$ cat src/rtl/apb_multi_master_bridge.sv
// APB master bridge: one command at a time from a valid/ready port, run as an
// APB SETUP/ACCESS transfer to the slave decoded from the address. The response
// is held until taken. Unmapped slaves and stuck slaves both complete with rsp_err.
module apb_multi_master_bridge #(
    parameter int ADDR_W    = 32,
    parameter int DATA_W    = 32,
    parameter int NUM_SLV   = 4,
    parameter int SLV_SHIFT = 12,
    parameter int TIMEOUT   = 16
) (
    input  logic                      PCLK,
    input  logic                      PRESET,
    input  logic                      cmd_valid,
    output logic                      cmd_ready,
    input  logic                      cmd_write,
    input  logic [ADDR_W-1:0]         cmd_addr,
    input  logic [DATA_W-1:0]         cmd_wdata,
    output logic                      rsp_valid,
    input  logic                      rsp_ready,
    output logic [DATA_W-1:0]         rsp_rdata,
    output logic                      rsp_err,
    output logic [NUM_SLV-1:0]        PSEL,
    output logic                      PENABLE,
    output logic                      PWRITE,
    output logic [ADDR_W-1:0]         PADDR,
    output logic [DATA_W-1:0]         PWDATA,
    input  logic [NUM_SLV*DATA_W-1:0] PRDATA,
    input  logic [NUM_SLV-1:0]        PREADY,
    input  logic [NUM_SLV-1:0]        PSLVERR
);

    localparam int IDX_W = (NUM_SLV > 1) ? $clog2(NUM_SLV) : 1;
    localparam int CNT_W = $clog2(TIMEOUT + 1);
    localparam logic [IDX_W:0]   NUM_SLV_L = (IDX_W + 1)'(NUM_SLV);
    // Last stalled ACCESS cycle before the transfer is abandoned.
    localparam logic [CNT_W-1:0] CNT_LAST  = CNT_W'(TIMEOUT - 1);

    typedef enum logic [1:0] {S_IDLE, S_SETUP, S_ACCESS, S_RESP} state_e;

    state_e              state_q, state_d;
    logic [ADDR_W-1:0]   paddr_q, paddr_d;
    logic [DATA_W-1:0]   pwdata_q, pwdata_d;
    logic                pwrite_q, pwrite_d;
    logic [IDX_W-1:0]    idx_q, idx_d;
    logic [DATA_W-1:0]   rdata_q, rdata_d;
    logic                err_q, err_d;
    logic [CNT_W-1:0]    cnt_q, cnt_d;

    logic [IDX_W-1:0]    cmd_idx;
    logic                cmd_hit;
    logic                sel_ready, sel_err;
    logic [DATA_W-1:0]   sel_rdata;
    logic [NUM_SLV-1:0]  psel;

    assign cmd_idx = cmd_addr[SLV_SHIFT +: IDX_W];
    assign cmd_hit = ({1'b0, cmd_idx} < NUM_SLV_L);

    // Route only the addressed slave's response signals and select line.
    always_comb begin
        sel_ready = 1'b0;
        sel_err   = 1'b0;
        sel_rdata = '0;
        psel      = '0;
        for (int i = 0; i < NUM_SLV; i++) begin
            if (IDX_W'(i) == idx_q) begin
                sel_ready = PREADY[i];
                sel_err   = PSLVERR[i];
                sel_rdata = PRDATA[i*DATA_W +: DATA_W];
                psel[i]   = (state_q == S_SETUP) || (state_q == S_ACCESS);
            end
        end
    end

    // Next-state logic for the transfer sequencer and its captured fields.
    always_comb begin
        state_d  = state_q;
        paddr_d  = paddr_q;
        pwdata_d = pwdata_q;
        pwrite_d = pwrite_q;
        idx_d    = idx_q;
        rdata_d  = rdata_q;
        err_d    = err_q;
        cnt_d    = cnt_q;
        case (state_q)
            S_IDLE: begin
                if (cmd_valid) begin
                    paddr_d  = cmd_addr;
                    pwdata_d = cmd_wdata;
                    pwrite_d = cmd_write;
                    idx_d    = cmd_idx;
                    rdata_d  = '0;
                    cnt_d    = '0;
                    if (cmd_hit) begin
                        err_d   = 1'b0;
                        state_d = S_SETUP;
                    end else begin
                        // Unmapped slave: answer immediately, never touch the bus.
                        err_d   = 1'b1;
                        state_d = S_RESP;
                    end
                end
            end
            S_SETUP: begin
                cnt_d   = '0;
                state_d = S_ACCESS;
            end
            S_ACCESS: begin
                // A ready on the final allowed cycle still wins over the timeout.
                if (sel_ready) begin
                    err_d   = sel_err;
                    rdata_d = (!pwrite_q && !sel_err) ? sel_rdata : '0;
                    state_d = S_RESP;
                end else if (cnt_q == CNT_LAST) begin
                    err_d   = 1'b1;
                    rdata_d = '0;
                    cnt_d   = cnt_q + CNT_W'(1);
                    state_d = S_RESP;
                end else begin
                    cnt_d   = cnt_q + CNT_W'(1);
                end
            end
            S_RESP: begin
                if (rsp_ready) state_d = S_IDLE;
            end
            default: state_d = S_IDLE;
        endcase
    end

    // State and captured-field registers with synchronous reset.
    always_ff @(posedge PCLK) begin
        if (PRESET) begin
            state_q  <= S_IDLE;
            paddr_q  <= '0;
            pwdata_q <= '0;
            pwrite_q <= 1'b0;
            idx_q    <= '0;
            rdata_q  <= '0;
            err_q    <= 1'b0;
            cnt_q    <= '0;
        end else begin
            state_q  <= state_d;
            paddr_q  <= paddr_d;
            pwdata_q <= pwdata_d;
            pwrite_q <= pwrite_d;
            idx_q    <= idx_d;
            rdata_q  <= rdata_d;
            err_q    <= err_d;
            cnt_q    <= cnt_d;
        end
    end

    assign cmd_ready = (state_q == S_IDLE);
    assign rsp_valid = (state_q == S_RESP);
    assign rsp_rdata = rdata_q;
    assign rsp_err   = err_q;
    assign PSEL      = psel;
    assign PENABLE   = (state_q == S_ACCESS);
    assign PWRITE    = pwrite_q;
    assign PADDR     = paddr_q;
    assign PWDATA    = pwdata_q;

endmodule
$ cat config.mk
export PLATFORM = sky130hd
export DESIGN_NAME = apb_multi_master_bridge
export DESIGN_NICKNAME = d
export VERILOG_FILES = /design/src/rtl/apb_multi_master_bridge.sv
export SDC_FILE = /design/constraint.sdc
export NUM_CORES = 1
export LEC_CHECK = 0
export BUFFER_PORTS_ARGS = -buffer_cell sky130_fd_sc_hd__buf_2
export CAP_MARGIN = 20
export CORE_ASPECT_RATIO = 1.25
export CORE_UTILIZATION = 34
export CTS_CLUSTER_SIZE = 14
export DETAILED_ROUTE_END_ITERATION = 10
export PLACE_DENSITY_LB_ADDON = 0.25
export SYNTH_ARGS = -nofsm -noshare
export SYNTH_HDL_FRONTEND = slang
export SYNTH_SLANG_ARGS = --single-unit
$ cat constraint.sdc
create_clock -name PCLK -period 1.8 [get_ports PCLK]
set_input_delay 0.09 -clock PCLK [delete_from_list [all_inputs] [get_ports PCLK]]
set_output_delay 0.09 -clock PCLK [all_outputs]
set_load 0.005 [all_outputs]
==> results by group, run 1 <==
Detailed routing
  – Number of vias per cell: 4.838
  – Routed len/inst: 15.72 µm
  – DR iter-0 viols: 134
  – First-pass iteration count of the detailed router: 4
  – Vias: 5186
  – Final ANT Viol Nets: 0
  – Detailed Route WL: 16850 µm
  – Residual DRC: 0

Synth
  – Count of cell types in the netlist: 36
  – Synth Area in Compound Gates: 0.1549
  – Post-synthesis xor/xnor area fraction: 0.003638
  – Mapped Nets: 740
  – Synth top area share: 0.4366
  – Post-synth EDFFs: 0
  – Ys async rst share: 0
  – Cell with the most instances after synthesis: nand2_1
  – Synth Area in Adders: 0.01299
  – Largest family of logic cells by synthesized area: multiplexers
  – Synth area leaders: dfxtp_1 44%, mux4_2 15%, nand2_1 13%
  – Yosys warnings: 0
  – Synth Flop Type: dfxtp_1
  – Register area share after synthesis: 0.4366
  – Synth Register Bits: 105
  – Post-synthesis mux area share: 0.1674
  – Simple-Gate Fraction of Synth Area: 0.1585
  – Mean post-synth cell area: 9.084 µm²
  – Yosys top cell by area: dfxtp_1
  – Synth cell count leaders: 163 x nand2_1, 105 x dfxtp_1, 69 x a21oi_1
  – Synth Cell Area: 4815 µm²
  – Post-Synthesis Cells: 530

STA
  – Setup WS post-layout: 0.009812 ns
  – Worst slew pin tran: 0.4955 ns
  – Unrepaired setup endpoints after global routing: true
  – Endpoints failing setup: 0
  – Final Max Tran Viols: 0
  – Min Tclk post-route: 1.790 ns
  – Crit share post-route: 0.9945
  – Clock skew: 0.01209 ns
  – Achievable frequency: 0.5586 GHz
  – Max-slew headroom: 0.6697
  – Fin. Hold Viols: 0

Setup path
  – Highest fanout seen on the critical path: 8
  – Flop-to-flop setup slack: 0.01 ns
  – Startpoint Class: register
  – Arr. time, crit path: 2.00 ns
  – Slowest cell on the critical path: mux4_2
  – Crit path kind: reg -> reg
  – Crit path cell chain: mux4_2 -> a2bb2oi_4 -> o21ai_4 -> clkbuf_16 -> o32ai_2
  – Reg-to-Reg End: rsp_rdata[13]$_SDFFE_PP0P_
  – Required @ worst endpoint: 2.01 ns
  – Crit-path max cell delay: 0.62 ns
  – FF-to-FF Start: PADDR[12]$_SDFFE_PP0P_
  – Worst setup EP type: register
  – R2R cell count: 5

Power and ir drop
  – Power Dens Cells: 860.8 nW/µm²
  – Leak pwr: 3.486 nW
  – Total power: 0.006627 W
  – VDD IR max: 475.7 µV

CTS
  – Clock slew at reported path FFs: 0.07 ns
  – Clk_lat worst skew: 0.35 ns
  – Clock buffers created by TritonCTS: 9
  – CTS Sinks: 105
  – Max H-tree Level: 3
  – Root Buffer: clkbuf_16
  – Clk buf depth: 2
  – CTS tree: built

Placement
  – Routability cong.: 0.7627
  – Placed cell count: 991
  – Detail Placement HPWL: 11380 µm
  – I/O Buffers: 309
  – Dpl ws: 0.001474 ns

Layout
  – Area of the multi-input gates: 2497 µm²
  – Fin cells: 1072
  – Share of cells above drive strength 1: 0.4548
  – ANT cells: 0
  – Number of nets in the layout: 1102
  – Seq. cell area: 2110 µm²
  – FILL cells: 1284
  – Area growth, synth to finish: 59.90%

GRT
  – Vias in the first global route: 4968
  – Total grt overflow: 0
  – Largest net degree at the start of global routing: 103
  – Total global-route track usage: 0.2167
  – Initial antenna violation count: 1
  – First-pass GRT wire length: 24720 µm

Die
  – # IOs: 310
  – Core Area: 13810 µm²
  – Initial core utilization: 0.3486
  – FP Rows: 48
  – Die height: 135.0 µm
  – Die area: 14640 µm²
  – Die width: 108.4 µm

Worst hold path
  – Hold endpoint: PADDR[12]$_SDFFE_PP0P_
  – Hold path depth: 3
  – Worst hold path class: in -> reg
  – Hold Startpoint: cmd_addr[12]

Status
  – Status: completed

Run
  – MaxCap Viol Count: 0
-- per-stage QoR --
step,area (µm²),setup TNS (ns),hold WS (ns),utilization
floorplan,4815,0,0.2260,-
global placement,6638,0,0.3313,0.4805
detailed placement,6638,0,0.3354,0.4805
CTS,7545,0,0.01454,0.5462
global route,7699,-1.302,0.02480,0.5573
finish,7699,0,0.01775,0.5573
-- placed cells by master, fill, tap and decap left out, types with 2 or more instances in the layout --
master / instances
a21oi_1: 69
buf_12: 5
buf_2: 308
buf_4: 17
buf_6: 2
clkbuf_16: 11
clkinv_4: 2
dfxtp_1: 101
dfxtp_2: 3
dlygate4sd3_1: 61
ha_1: 2
ha_2: 2
inv_1: 36
inv_6: 3
mux2_2: 2
mux2i_1: 4
mux4_2: 33
nand2_1: 162
nand2b_1: 6
nand3_1: 2
nand3b_1: 2
nor2_1: 5
nor3b_1: 2
o32ai_1: 26
o32ai_2: 5
xnor2_1: 2
-- layer usage --
metal / track usage / wire length, µm / vias up
li1: - / - / 2553
met1: 0.2497 / 6556 / 2391
met2: 0.3808 / 8627 / 224
met3: 0.07336 / 1464 / 16
met4: 0.05255 / 189 / 2
met5: 0 / 11 / -
-- worst max-delay path, delay by kind of cell (launching register included) --
kind | cells | cell delay, ns
compound gates | 3 | 0.44
buf+inv | 1 | 0.23
flops | 1 | 0.37
mux | 1 | 0.62
-- cell type report --
class / instances / area share
repair buffers: 395 / 0.3185
inverters: 36 / 0.01755
flip-flops and latches: 105 / 0.2740
multi-input cells: 345 / 0.3244
well taps: 175 / 0.02844
clock buffers: 9 / 0.02925
clock inverters: 7 / 0.007801
-- logic make-up (layout without fill, tap and decap cells) --
family                     count (synthesis)  in the layout
xor gates and xnor gates                   2              2
DFF                                      105            105
and+or+nand+nor                          188            188
muxes                                     39             39
adders and majority gates                  5              5
AOI/OAI and AO/OA                        111            111
buffers and inverters                     80            447
-- worst max path at each step --
stage / to / from / slack (ns)
floorplan: rsp_rdata[10]$_SDFFE_PP0P_ / state_q[0]$_SDFFE_PP0P_ / 0.007
global placement: rsp_rdata[19]$_SDFFE_PP0P_ / cnt_q[0]$_SDFFE_PP0P_ / 0.04
detailed placement: rsp_rdata[14]$_SDFFE_PP0P_ / cnt_q[0]$_SDFFE_PP0P_ / 0.001
CTS: cnt_q[2]$_SDFFE_PP0P_ / PADDR[12]$_SDFFE_PP0P_ / 0.04
global route: rsp_rdata[18]$_SDFFE_PP0P_ / cnt_q[0]$_SDFFE_PP0P_ / -0.07
finish: rsp_rdata[13]$_SDFFE_PP0P_ / PADDR[12]$_SDFFE_PP0P_ / 0.01
-- registers in the layout, summed over array words and instances, names as in the netlist --
signal,count
PWRITE,1
PADDR,32
rsp_err,1
state_q,2
PWDATA,32
rsp_rdata,32
cnt_q,5
-- power by group --
| group | internal (W) | switching (W) | total (W) |
|---|---|---|---|
| logic | 0.00102 | 0.00106 | 0.00208 |
| clock network | 0.000967 | 0.000934 | 0.00190 |
| registers | 0.00253 | 0.000116 | 0.00265 |
-- repair_timing --
item | 4_1_cts | 5_1_grt
pin swaps | 0 | 3
gates cloned | 0 | 3
buffers inserted | 0 | 1
hold endpoints to repair | 61 | 0
resized for setup | 2 | 16
setup endpoints to repair | 24 | 38
hold buffers | 61 | 0
(Power assumes the default switching activity.)
==> inputs of run 2 (changes only) <==
ABC_AREA = 1   (was unset)
CORE_AREA = 2 2 121 123   (was unset)
CORE_ASPECT_RATIO = unset   (was 1.25)
CORE_UTILIZATION = unset   (was 34)
DIE_AREA = 0 0 123 125   (was unset)
SKIP_CTS_REPAIR_TIMING = 1   (was unset)
==> run 2 against run 1 <==
Effect of this change: the flow now finishes with violations (hold timing); first-iteration DRC count grew to 2.9 times the previous value; clock power about the same; fmax increased by 5.7%; sequential share of layout area is 1.1 points higher; design area decreased by 4.1%; clock-buffer cell count up 1; routed wire length is 8.1% higher; via count rose by 16%; global-route usage up 1.3 points; die area up 5.0%; register-to-register slack gained 0.096 ns; sequential power grew 34%; critical path type unchanged; largest cell class unchanged; largest power group is now combinational cells.
==> results by group, run 2 <==
STA
  – Fin. Hold Viols: 37 (was 0)
  – Setup tns final: 0 ns (unchanged)
  – Setup WS post-layout: 0.1057 ns (was 0.009812 ns)
  – Crit share post-route: 0.9413 (was 0.9945)
  – Hold slack: -0.01872 ns (was 0.01775 ns)
  – Min Tclk post-route: 1.694 ns (was 1.790 ns)
  – Clock skew: 0.01157 ns (was 0.01209 ns)
  – Endpoints failing setup: 0 (unchanged)
  – Max-slew headroom: 0.7053 (was 0.6697)
  – Worst slew pin tran: 0.4411 ns (was 0.4955 ns)
  – Final Max Tran Viols: 0 (unchanged)
  – Achievable frequency: 0.5902 GHz (was 0.5586 GHz)

Status
  – Failing checks: hold timing
  – Status: complete, but fails checks (was completed)

Die
  – Die width: 123 µm (was 108.4 µm)
  – FP Rows: 44 (was 48)
  – Die height: 125 µm (was 135.0 µm)
  – Initial core utilization: 0.3547 (was 0.3486)
  – Die area: 15380 µm² (was 14640 µm²)
  – Core Area: 14200 µm² (was 13810 µm²)
  – # IOs: 310 (unchanged)

Synth
  – Mean post-synth cell area: 6.630 µm² (was 9.084 µm²)
  – Synth top area share: 0.4172 (was 0.4366)
  – Cell with the most instances after synthesis: nor2_1 (was nand2_1)
  – Synth Register Bits: 105 (unchanged)
  – Post-Synthesis Cells: 760 (was 530)
  – Post-synth EDFFs: 0 (unchanged)
  – Synth area leaders: dfxtp_1 42%, nor2_1 16%, o21ai_0 12% (was dfxtp_1 44%, mux4_2 15%, nand2_1 13%)
  – Yosys warnings: 0 (unchanged)
  – Mapped Nets: 970 (was 740)
  – Synth Flop Type: dfxtp_1 (unchanged)
  – Synth Cell Area: 5039 µm² (was 4815 µm²)
  – Yosys top cell by area: dfxtp_1 (unchanged)
  – Synth cell count leaders: 209 x nor2_1, 121 x o21ai_0, 115 x nand2_1 (was 163 x nand2_1, 105 x dfxtp_1, 69 x a21oi_1)
  – Ys async rst share: 0 (unchanged)
  – Count of cell types in the netlist: 30 (was 36)
  – Register area share after synthesis: 0.4172 (was 0.4366)

Layout
  – Most common cell after layout, fill and taps aside: buf_2 (unchanged)
  – Fin area: 7386 µm² (was 7699 µm²)
  – Seq. cell area: 2108 µm² (was 2110 µm²)
  – Area of the multi-input gates: 2589 µm² (was 2497 µm²)
  – FILL cells: 1522 (was 1284)
  – Share of cells above drive strength 1: 0.3674 (was 0.4548)
  – Most frequent cells in the layout: 309 x buf_2, 205 x nor2_1, 121 x o21ai_0 (was 308 x buf_2, 162 x nand2_1, 101 x dfxtp_1)
  – Number of nets in the layout: 1280 (was 1102)
  – Area growth, synth to finish: 46.59% (was 59.90%)

Setup path
  – Required @ worst endpoint: 2.05 ns (was 2.01 ns)
  – Highest fanout seen on the critical path: 8 (unchanged)
  – Crit path kind: reg -> reg (unchanged)
  – Arr. time, crit path: 1.94 ns (was 2.00 ns)
  – Worst setup EP type: register (unchanged)
  – Flop-to-flop setup slack: 0.11 ns (was 0.01 ns)
  – Startpoint Class: register (unchanged)

Run
  – MaxCap Viol Count: 0 (unchanged)

Power and ir drop
  – Leak pwr: 3.714 nW (was 3.486 nW)
  – VDD IR max: 868.8 µV (was 475.7 µV)
  – Power Dens Cells: 1555 nW/µm² (was 860.8 nW/µm²)
  – Total power: 0.01148 W (was 0.006627 W)

GRT
  – Vias in the first global route: 5639 (was 4968)
  – GR Util met3: 0.07573 (was 0.07336)
  – GR Layer Usage met2: 0.3848 (was 0.3808)
  – Total grt overflow: 0 (unchanged)
  – Grt peak-use layer: met2 (unchanged)
  – Largest net degree at the start of global routing: 73 (was 103)
  – First-pass GRT wire length: 28030 µm (was 24720 µm)
  – Initial antenna violation count: 4 (was 1)
  – Total global-route track usage: 0.2295 (was 0.2167)
  – Met1 Resource Use GR: 0.2731 (was 0.2497)

CTS
  – Clock slew at reported path FFs: 0.07 ns (about the same)
  – Clk buf depth: 2 (unchanged)
  – CTS Sinks: 105 (unchanged)
  – Clk_lat worst skew: 0.35 ns (about the same)
  – Clock buffers created by TritonCTS: 9 (unchanged)
  – CTS tree: built (unchanged)
  – Max H-tree Level: 3 (unchanged)
  – Root Buffer: clkbuf_16 (unchanged)

Detailed routing
  – Residual DRC: 0 (unchanged)
  – DR iter-0 viols: 385 (was 134)
  – Final ANT Viol Nets: 0 (unchanged)
  – Routed len/inst: 14.43 µm (was 15.72 µm)
  – Number of vias per cell: 4.780 (was 4.838)
  – Vias: 6032 (was 5186)
  – First-pass iteration count of the detailed router: 5 (was 4)
  – Detailed Route WL: 18210 µm (was 16850 µm)

Placement
  – Routability cong.: 0.8815 (was 0.7627)
  – Detail Placement HPWL: 13140 µm (was 11380 µm)
  – Dpl ws: -0.02634 ns (was 0.001474 ns)
  – Placed Area: 6812 µm² (was 6638 µm²)
  – I/O Buffers: 309 (unchanged)

Worst hold path
  – Worst hold path class: in -> reg (unchanged)
[run 2: critical path, stage by stage, from the launching register on]
cell and delay [ns]:
dfxtp_2 0.34, ha_1 0.21, nand2_1 0.08, nor2_1 0.04, ha_1 0.17, nor2_2 0.12, nand3_4 0.12, nand2_8 0.18
clkbuf_16 0.18, nand2_1 0.05, nand2_1 0.05, a21oi_1 0.04
[run 2: area by class of cell]
cell class,instances,area share
Clock inverter,6,0.007284
Inverter,41,0.02338
Timing Repair Buffer,346,0.2675
Multi-Input combinational cell,565,0.3505
Sequential cell,105,0.2854
Timing Repair inverter,2,0.002710
Clock buffer,10,0.03100
Tap cell,184,0.03117
Antenna cell,3,0.001016
[run 2: path summary, 6_finish.rpt]
check / startpoint / endpoint / depth (start not counted)
worst max-delay path: cnt_q[0]$_SDFFE_PP0P_ / rsp_rdata[25]$_SDFFE_PP0P_ / 11
worst min register to register: cnt_q[4]$_SDFFE_PP0P_ / cnt_q[4]$_SDFFE_PP0P_ / 2
worst min-delay path: cmd_addr[24] / PADDR[24]$_SDFFE_PP0P_ / 3
worst max register to register: cnt_q[0]$_SDFFE_PP0P_ / rsp_rdata[25]$_SDFFE_PP0P_ / 11
[run 2: report_power, final]
group | leakage, nW | switching, W | internal [W]
clock | 0.135 | 0.000916 | 0.000959
combinational | 2.71 | 0.00354 | 0.00251
sequential | 0.869 | 0.000411 | 0.00315
total | 3.71 | 0.00487 | 0.00662
[run 2: cells by family (layout without fill, tap and decap cells)]
| logic type | after synthesis | count (layout) | share of synthesized area |
|---|---|---|---|
| buffers and inverters | 91 | 405 | 0.08194 |
| flip-flops | 105 | 105 | 0.4172 |
| adder cells (fa/ha/maj) | 5 | 5 | 0.01242 |
| AND/OR/NAND/NOR | 388 | 389 | 0.3166 |
| other | 0 | 3 | 0 |
| XOR/XNOR | 1 | 1 | 0.001739 |
| AO/OA/AOI/OAI | 170 | 170 | 0.1701 |
[run 2: through the flow]
stage	util	cells	hold slack, ns
final	0.5200	1262	-0.01872
after global routing	0.5198	1261	0.002155
after CTS	0.4995	1242	-0.02954
after detailed placement	0.4796	1226	0.3423
after global placement	0.4796	1226	0.3369
after floorplan	-	760	0.2567
[run 2: per-layer routing]
layer | vias to the layer above | wire length (µm)
met5 | - | 13
met1 | 2685 | 7616
met4 | 2 | 435
met2 | 244 | 8656
li1 | 3069 | -
met3 | 32 | 1492
